[src/rtl/draw_player_if.sv]
// vga_pkg: screen constants shared by the video pipeline.
// vga_if: one stage's timing plus pixel colour.
`default_nettype none

package vga_pkg;
    localparam int          HOR_PIXELS = 1024;
    localparam int          VER_PIXELS = 768;
    localparam logic [11:0] BLUE       = 12'h00F;
endpackage

interface vga_if;
    logic [10:0] vcount;
    logic        vsync;
    logic        vblnk;
    logic [10:0] hcount;
    logic        hsync;
    logic        hblnk;
    logic [11:0] rgb;

    modport in  (input  vcount, vsync, vblnk, hcount, hsync, hblnk, rgb);
    modport out (output vcount, vsync, vblnk, hcount, hsync, hblnk, rgb);
endinterface

`default_nettype wire

[src/rtl/draw_player.sv]
// draw_player: overlays a square sprite on the video stream and moves it
// once per frame, stopping at blue walls and at the screen edges.
`default_nettype none

module draw_player
    import vga_pkg::*;
#(
    parameter int unsigned SIZE         = 16,
    parameter int unsigned STEP         = 2,
    parameter int unsigned START_X      = 504,
    parameter int unsigned START_Y      = 376,
    parameter logic [11:0] PLAYER_COLOR = 12'hFF0
) (
    input  logic        clk,
    input  logic        rst,
    vga_if.in           vga_in,
    vga_if.out          vga_out,
    input  logic [3:0]  dir_req,
    output logic [10:0] player_x,
    output logic [10:0] player_y,
    output logic        moving
);

    typedef enum logic {IDLE, MOVE} state_t;
    typedef enum logic [2:0] {D_NONE, D_UP, D_DOWN, D_LEFT, D_RIGHT} dir_t;

    // Comparisons run at 12 bits so strip bounds never wrap.
    localparam logic [11:0] SZ     = 12'(SIZE);
    localparam logic [11:0] ST     = 12'(STEP);
    localparam logic [11:0] HP     = 12'(HOR_PIXELS);
    localparam logic [11:0] VP     = 12'(VER_PIXELS);
    localparam logic [10:0] STEP11 = 11'(STEP);

    state_t     state;
    dir_t       cur_dir, pending_dir, req_dir, go_dir;
    logic       vblnk_d, tick;
    logic       blk_u, blk_d, blk_l, blk_r;
    logic       bl_u, bl_d, bl_l, bl_r;
    logic       hit_u, hit_d, hit_l, hit_r;
    logic       in_cols, in_rows, active, wall, pend_ok, cur_ok;
    logic [11:0] x12, y12, h12, v12;
    logic [10:0] next_x, next_y;

    assign x12     = {1'b0, player_x};
    assign y12     = {1'b0, player_y};
    assign h12     = {1'b0, vga_in.hcount};
    assign v12     = {1'b0, vga_in.vcount};
    assign tick    = vga_in.vblnk & ~vblnk_d;
    assign active  = ~vga_in.hblnk & ~vga_in.vblnk;
    assign wall    = active && (vga_in.rgb == BLUE);
    assign in_cols = (h12 >= x12) && (h12 < x12 + SZ);
    assign in_rows = (v12 >= y12) && (v12 < y12 + SZ);

    assign hit_u = wall && in_cols && (v12 + ST >= y12) && (v12 < y12);
    assign hit_d = wall && in_cols && (v12 >= y12 + SZ) && (v12 < y12 + SZ + ST);
    assign hit_l = wall && in_rows && (h12 + ST >= x12) && (h12 < x12);
    assign hit_r = wall && in_rows && (h12 >= x12 + SZ) && (h12 < x12 + SZ + ST);

    assign bl_u = blk_u || (y12 < ST);
    assign bl_l = blk_l || (x12 < ST);
    assign bl_d = blk_d || (y12 + SZ + ST > VP);
    assign bl_r = blk_r || (x12 + SZ + ST > HP);

    assign moving = (state == MOVE);

    always_comb begin
        req_dir = D_NONE;
        if      (dir_req[3]) req_dir = D_UP;
        else if (dir_req[2]) req_dir = D_DOWN;
        else if (dir_req[1]) req_dir = D_LEFT;
        else if (dir_req[0]) req_dir = D_RIGHT;
    end

    always_comb begin
        pend_ok = 1'b0;
        cur_ok  = 1'b0;
        case (pending_dir)
            D_UP:    pend_ok = ~bl_u;
            D_DOWN:  pend_ok = ~bl_d;
            D_LEFT:  pend_ok = ~bl_l;
            D_RIGHT: pend_ok = ~bl_r;
            default: pend_ok = 1'b0;
        endcase
        case (cur_dir)
            D_UP:    cur_ok = ~bl_u;
            D_DOWN:  cur_ok = ~bl_d;
            D_LEFT:  cur_ok = ~bl_l;
            D_RIGHT: cur_ok = ~bl_r;
            default: cur_ok = 1'b0;
        endcase
        go_dir = D_NONE;
        if (pend_ok)     go_dir = pending_dir;
        else if (cur_ok) go_dir = cur_dir;
        next_x = player_x;
        next_y = player_y;
        case (go_dir)
            D_UP:    next_y = player_y - STEP11;
            D_DOWN:  next_y = player_y + STEP11;
            D_LEFT:  next_x = player_x - STEP11;
            D_RIGHT: next_x = player_x + STEP11;
            default: ;
        endcase
    end

    always_ff @(posedge clk) begin
        if (rst) begin
            vga_out.vcount <= '0;
            vga_out.vsync  <= 1'b0;
            vga_out.vblnk  <= 1'b0;
            vga_out.hcount <= '0;
            vga_out.hsync  <= 1'b0;
            vga_out.hblnk  <= 1'b0;
            vga_out.rgb    <= '0;
            player_x       <= 11'(START_X);
            player_y       <= 11'(START_Y);
            state          <= IDLE;
            cur_dir        <= D_NONE;
            pending_dir    <= D_NONE;
            {blk_u, blk_d, blk_l, blk_r} <= 4'b0;
            vblnk_d        <= 1'b0;
        end else begin
            vga_out.vcount <= vga_in.vcount;
            vga_out.vsync  <= vga_in.vsync;
            vga_out.vblnk  <= vga_in.vblnk;
            vga_out.hcount <= vga_in.hcount;
            vga_out.hsync  <= vga_in.hsync;
            vga_out.hblnk  <= vga_in.hblnk;
            vga_out.rgb    <= (active && in_cols && in_rows) ? PLAYER_COLOR : vga_in.rgb;
            vblnk_d        <= vga_in.vblnk;
            if (tick) begin
                // The tick sits in blanking, so no wall pixel is lost here.
                {blk_u, blk_d, blk_l, blk_r} <= 4'b0;
                pending_dir <= req_dir;
                if (go_dir != D_NONE) begin
                    cur_dir  <= go_dir;
                    player_x <= next_x;
                    player_y <= next_y;
                    state    <= MOVE;
                end else begin
                    state    <= IDLE;
                end
            end else begin
                blk_u <= blk_u | hit_u;
                blk_d <= blk_d | hit_d;
                blk_l <= blk_l | hit_l;
                blk_r <= blk_r | hit_r;
                if (req_dir != D_NONE) pending_dir <= req_dir;
            end
        end
    end

endmodule

`default_nettype wire

[src/flat_wrapper.sv]
// flat-port wrapper written by rule: the top's interface ports become plain ports
module draw_player_flat import vga_pkg::*;
#(
    parameter int unsigned SIZE         = 16,
    parameter int unsigned STEP         = 2,
    parameter int unsigned START_X      = 504,
    parameter int unsigned START_Y      = 376,
    parameter logic [11:0] PLAYER_COLOR = 12'hFF0
)
  (clk, rst, dir_req, player_x, player_y, moving, vga_in_vcount, vga_in_vsync, vga_in_vblnk, vga_in_hcount, vga_in_hsync, vga_in_hblnk, vga_in_rgb, vga_out_vcount, vga_out_vsync, vga_out_vblnk, vga_out_hcount, vga_out_hsync, vga_out_hblnk, vga_out_rgb);
  vga_if vga_in_i ();
  vga_if vga_out_i ();
  input  logic clk;
  input  logic rst;
  input  logic [3:0] dir_req;
  output logic [10:0] player_x;
  output logic [10:0] player_y;
  output logic moving;
  input wire logic [$bits(vga_in_i.vcount)-1:0] vga_in_vcount;
  input wire logic [$bits(vga_in_i.vsync)-1:0] vga_in_vsync;
  input wire logic [$bits(vga_in_i.vblnk)-1:0] vga_in_vblnk;
  input wire logic [$bits(vga_in_i.hcount)-1:0] vga_in_hcount;
  input wire logic [$bits(vga_in_i.hsync)-1:0] vga_in_hsync;
  input wire logic [$bits(vga_in_i.hblnk)-1:0] vga_in_hblnk;
  input wire logic [$bits(vga_in_i.rgb)-1:0] vga_in_rgb;
  output wire logic [$bits(vga_out_i.vcount)-1:0] vga_out_vcount;
  output wire logic [$bits(vga_out_i.vsync)-1:0] vga_out_vsync;
  output wire logic [$bits(vga_out_i.vblnk)-1:0] vga_out_vblnk;
  output wire logic [$bits(vga_out_i.hcount)-1:0] vga_out_hcount;
  output wire logic [$bits(vga_out_i.hsync)-1:0] vga_out_hsync;
  output wire logic [$bits(vga_out_i.hblnk)-1:0] vga_out_hblnk;
  output wire logic [$bits(vga_out_i.rgb)-1:0] vga_out_rgb;
  assign vga_in_i.vcount = vga_in_vcount;
  assign vga_in_i.vsync = vga_in_vsync;
  assign vga_in_i.vblnk = vga_in_vblnk;
  assign vga_in_i.hcount = vga_in_hcount;
  assign vga_in_i.hsync = vga_in_hsync;
  assign vga_in_i.hblnk = vga_in_hblnk;
  assign vga_in_i.rgb = vga_in_rgb;
  assign vga_out_vcount = vga_out_i.vcount;
  assign vga_out_vsync = vga_out_i.vsync;
  assign vga_out_vblnk = vga_out_i.vblnk;
  assign vga_out_hcount = vga_out_i.hcount;
  assign vga_out_hsync = vga_out_i.hsync;
  assign vga_out_hblnk = vga_out_i.hblnk;
  assign vga_out_rgb = vga_out_i.rgb;
  draw_player #(.SIZE(SIZE), .STEP(STEP), .START_X(START_X), .START_Y(START_Y), .PLAYER_COLOR(PLAYER_COLOR)) u_core (.clk(clk), .rst(rst), .vga_in(vga_in_i), .vga_out(vga_out_i), .dir_req(dir_req), .player_x(player_x), .player_y(player_y), .moving(moving));
endmodule
[config.mk]
export PLATFORM = sky130hd
export DESIGN_NAME = draw_player_flat
export DESIGN_NICKNAME = d
export VERILOG_FILES = /design/src/rtl/draw_player_if.sv /design/src/rtl/draw_player.sv /design/src/flat_wrapper.sv
export SDC_FILE = /design/constraint.sdc
export NUM_CORES = 1
export LEC_CHECK = 0
export ABC_AREA = 1
export CAP_MARGIN = 25
export CORE_ASPECT_RATIO = 1.75
export CORE_UTILIZATION = 45
export DETAILED_ROUTE_END_ITERATION = 6
export PLACE_DENSITY = 0.67
export RECOVER_POWER = 50
export SLEW_MARGIN = 10
export SYNTH_ARGS = -nofsm -noshare
export SYNTH_HDL_FRONTEND = slang
export SYNTH_SLANG_ARGS = --single-unit
export TNS_END_PERCENT = 10
[constraint.sdc]
create_clock -name clk -period 2.9 [get_ports clk]
set_clock_uncertainty 0.05 [all_clocks]
set_input_delay 0.29 -clock clk [delete_from_list [all_inputs] [get_ports clk]]
set_output_delay 0.29 -clock clk [all_outputs]
set_load 0.01 [all_outputs]
==> results.cfg, run 1 <==
[critical_path]
cp_max_fo = 6
reg2reg_setup_slack_ns = 0.09
worstSetupEndpointType = flip-flop
r2r-end = u_core.player_y[3]
critPathKind = reg2reg
ff2ff_path_depth = 19
crit_required_ns = 3.11
arrival_ns = 3.01
r2r-start = u_core.player_y[4]
start_kind = flip-flop

[clock_tree]
root_buffer = clkbuf_16
cts_sinks = 69
cts_tree = built
clk_pin_slew_ns = 0.06
clockBufferDepth = 2
cts_buffers = 9
cts_hold_buf = 0
insertion_delay_ns = 0.33
cts_max_level = 3

[route]
drt_wl_total_mm = 18.5
drtAntennaViolNets = 0
vias_per_cell = 5.14
drc = 0
drtIter0Drc = 241
vias = 6337
wire_per_inst_um = 15.0
drt_pass1_iterations = 4

[placement]
dp_slack_ns = 0.0146
portBuffers = 102
globalplace.congestion = 0.943
dp_hpwl_mm = 14.9

[sta]
slew_headroom_pct = 61.9
fin_crit_sh_pct = 96.8
fin_tns_setup_ns = 0
worst_pin_slew_ns = 0.571
rsz0062_at_grt = yes
whs_ns = 0.414
fmax_mhz = 356
setup_viol = 0
finalMaxSlewViolations = 0
hold_violations = 0
fin_crit_ns = 2.81
finalWorstSetupSlack_ns = 0.0928

[floorplan]
die_w_um = 89.4
core_area_sq_um = 13000
io_pins = 105
initial_utilization_pct = 46.3
fp.dieArea_sq_um = 13900
die_h_um = 155
num_rows = 55

[pwr]
total_power_mw = 2.98
powerDensity_nw_per_um2 = 364
peakVddDrop_uv = 295
p_leak_nw = 4.04

[yosys]
avgSynthCellArea_sq_um = 6.78
yosysWarnings = 0
synth_simple_gate_area_share_pct = 31.4
synth_top_family_by_area = simple AND/OR/NAND/NOR gates
syn_inst = 888
synth-seq-cells = 69
synth_compound_area_share_pct = 10.8
ys_seq_area_share_pct = 23.0
synthMuxAreaShare_pct = 0
synth_fa_ha_area_share_pct = 17.7
synthXorXnorAreaFrac_pct = 6.99
synth_area_sq_um = 6020
synth_cell_type_count = 41

[layout]
layout_commonest_cell = nand2_1
register_area_sq_um = 1410
multi_input_area_sq_um = 4210
diodes = 0
most-common-layout-cells = nand2_1, inv_1, ha_1
fillCellCount = 1237
final_nets = 1187
drive_gt1_share_pct = 17.2
area_growth_pct = 36.0

[grt]
grt_pass1_vias = 6101
grt_max_degree = 49
antenna_found_initial = 0
grt_overflow = 0
grt_usage_pct = 27.3
grt_pass1_wl_mm = 28.8

[min_path]
min_path_type = reg2reg
hold_path_depth = 2
holdPathEnd = u_core.blk_r
worstHoldStart = u_core.blk_r

[run]
drv_cap = 0

[run_status]
status = finished, final reports clean
==> sequential cells by signal, indices dropped and copies added, names as in the netlist, 3 cells and up <==
signal	flops
u_core.vga_out.vcount	11
u_core.pending_dir	3
u_core.vga_out.hcount	11
u_core.vga_out.rgb	12
u_core.player_x	10
u_core.cur_dir	3
u_core.player_y	10
==> final cells by class <==
class                           count  area share, %
Clock buffer                       12           3.14
Clock inverter                      2          0.122
Inverter                          126           5.81
Multi-Input combinational cell    672           51.4
Sequential cell                    69           17.2
Tap cell                          171           2.62
Timing Repair Buffer              180           19.7
==> metrics by stage <==
stage / utilization, % / cell area [sq um] / cells
finish: 62.9 / 8180 / 1232
global route: 62.9 / 8180 / 1232
CTS: 60.8 / 7910 / 1223
detailed placement: 58.7 / 7640 / 1209
global placement: 58.7 / 7640 / 1209
floorplan: - / 6020 / 889
==> worst max path at each step <==
stage | end | start | cells after the start
floorplan | u_core.vga_out.rgb[0] | u_core.player_x[5] | 17
global placement | u_core.blk_u | vga_in_vcount[3] | 13
detailed placement | u_core.blk_u | vga_in_vcount[1] | 13
CTS | u_core.player_y[3] | u_core.player_x[4] | 19
global route | u_core.player_y[2] | u_core.player_y[4] | 20
finish | u_core.player_y[3] | u_core.player_y[4] | 19
==> what timing repair did <==
item / 4_1_cts / 5_1_grt
resized for setup: 0 / 61
buffers inserted: 0 / 7
endpoints found under the setup margin: 0 / 38
==> per-layer routing <==
metal	track usage, %	wire length, um	part of all wire [%]	vias to the layer above
met2	53.8	10600	57	133
met1	25.2	6320	34	2912
li1	-	-	-	3234
met4	17.1	1130	6.1	0
met3	3.02	439	2.4	58
met5	0	0	0	-
==> synthesized netlist by cell type, drive strengths merged <==
library cell,count,area (sq um)
nand2,202,781
inv,125,469
nor2,91,367
ha,85,1060
nand3,78,435
dfxtp,69,1380
a21oi,61,305
xor2,44,385
o21ai,29,149
nand4,24,150
nor3,20,110
buf,18,116
a21o,5,37.5
clkbuf,5,18.8
nor4,5,31.3
o21a,4,30.0
o21bai,4,30.0
xnor2,4,35.0
a21boi,3,22.5
a31o,2,17.5
a31oi,2,27.5
a211oi,1,7.51
a221oi,1,8.76
clkinv,1,3.75
conb,1,3.75
nor3b,1,7.51
o211ai,1,7.51
o311ai,1,8.76
or2,1,6.26
==> logic make-up (layout without fill, tap and decap cells) <==
logic type      Yosys count  after routing
flops                    69             69
compound gates          114            114
fa+ha+maj                85             85
buf+inv                 149            320
simple gates            422            423
other cells               1              2
xor+xnor                 48             48
==> power breakdown <==
group	leakage (nW)	internal, mW	switching (mW)
registers	0.568	0.996	0.0393
logic	3.34	0.420	0.517
clock network	0.134	0.613	0.393
total	4.04	2.03	0.949
==> critical path, stage by stage, from the launching register on <==
cell	delay, ns
dfxtp_4	0.38
ha_2	0.24
inv_2	0.07
nand2_1	0.09
nand2_2	0.10
nor2_2	0.13
nand3_2	0.11
nor2_2	0.12
nand2_1	0.06
nand2_2	0.09
nand2_2	0.07
nor2_4	0.12
nand3_2	0.15
buf_6	0.17
a31oi_4	0.20
nand3_4	0.15
nand3_4	0.11
buf_2	0.18
nand2_1	0.07
nand3_1	0.08
Power figures use the tool's default switching activity.
==> run 2, diff against run 1 <==
--- a/config.mk
+++ b/config.mk
@@ -12,7 +12,6 @@
 export DETAILED_ROUTE_END_ITERATION = 6
 export PLACE_DENSITY = 0.67
 export RECOVER_POWER = 50
-export SLEW_MARGIN = 10
 export SYNTH_ARGS = -nofsm -noshare
 export SYNTH_HDL_FRONTEND = slang
 export SYNTH_SLANG_ARGS = --single-unit
==> results of run 2 <==
Same layout as run 1: the final DEF is identical, and so are final timing and power.
==> run 3, diff against run 2 <==
--- a/config.mk
+++ b/config.mk
@@ -12,6 +12,7 @@
 export DETAILED_ROUTE_END_ITERATION = 6
 export PLACE_DENSITY = 0.67
 export RECOVER_POWER = 50
+export SLEW_MARGIN = 5
 export SYNTH_ARGS = -nofsm -noshare
 export SYNTH_HDL_FRONTEND = slang
 export SYNTH_SLANG_ARGS = --single-unit
==> results of run 3 <==
Same layout as run 1: the final DEF is identical, and so are final timing and power.
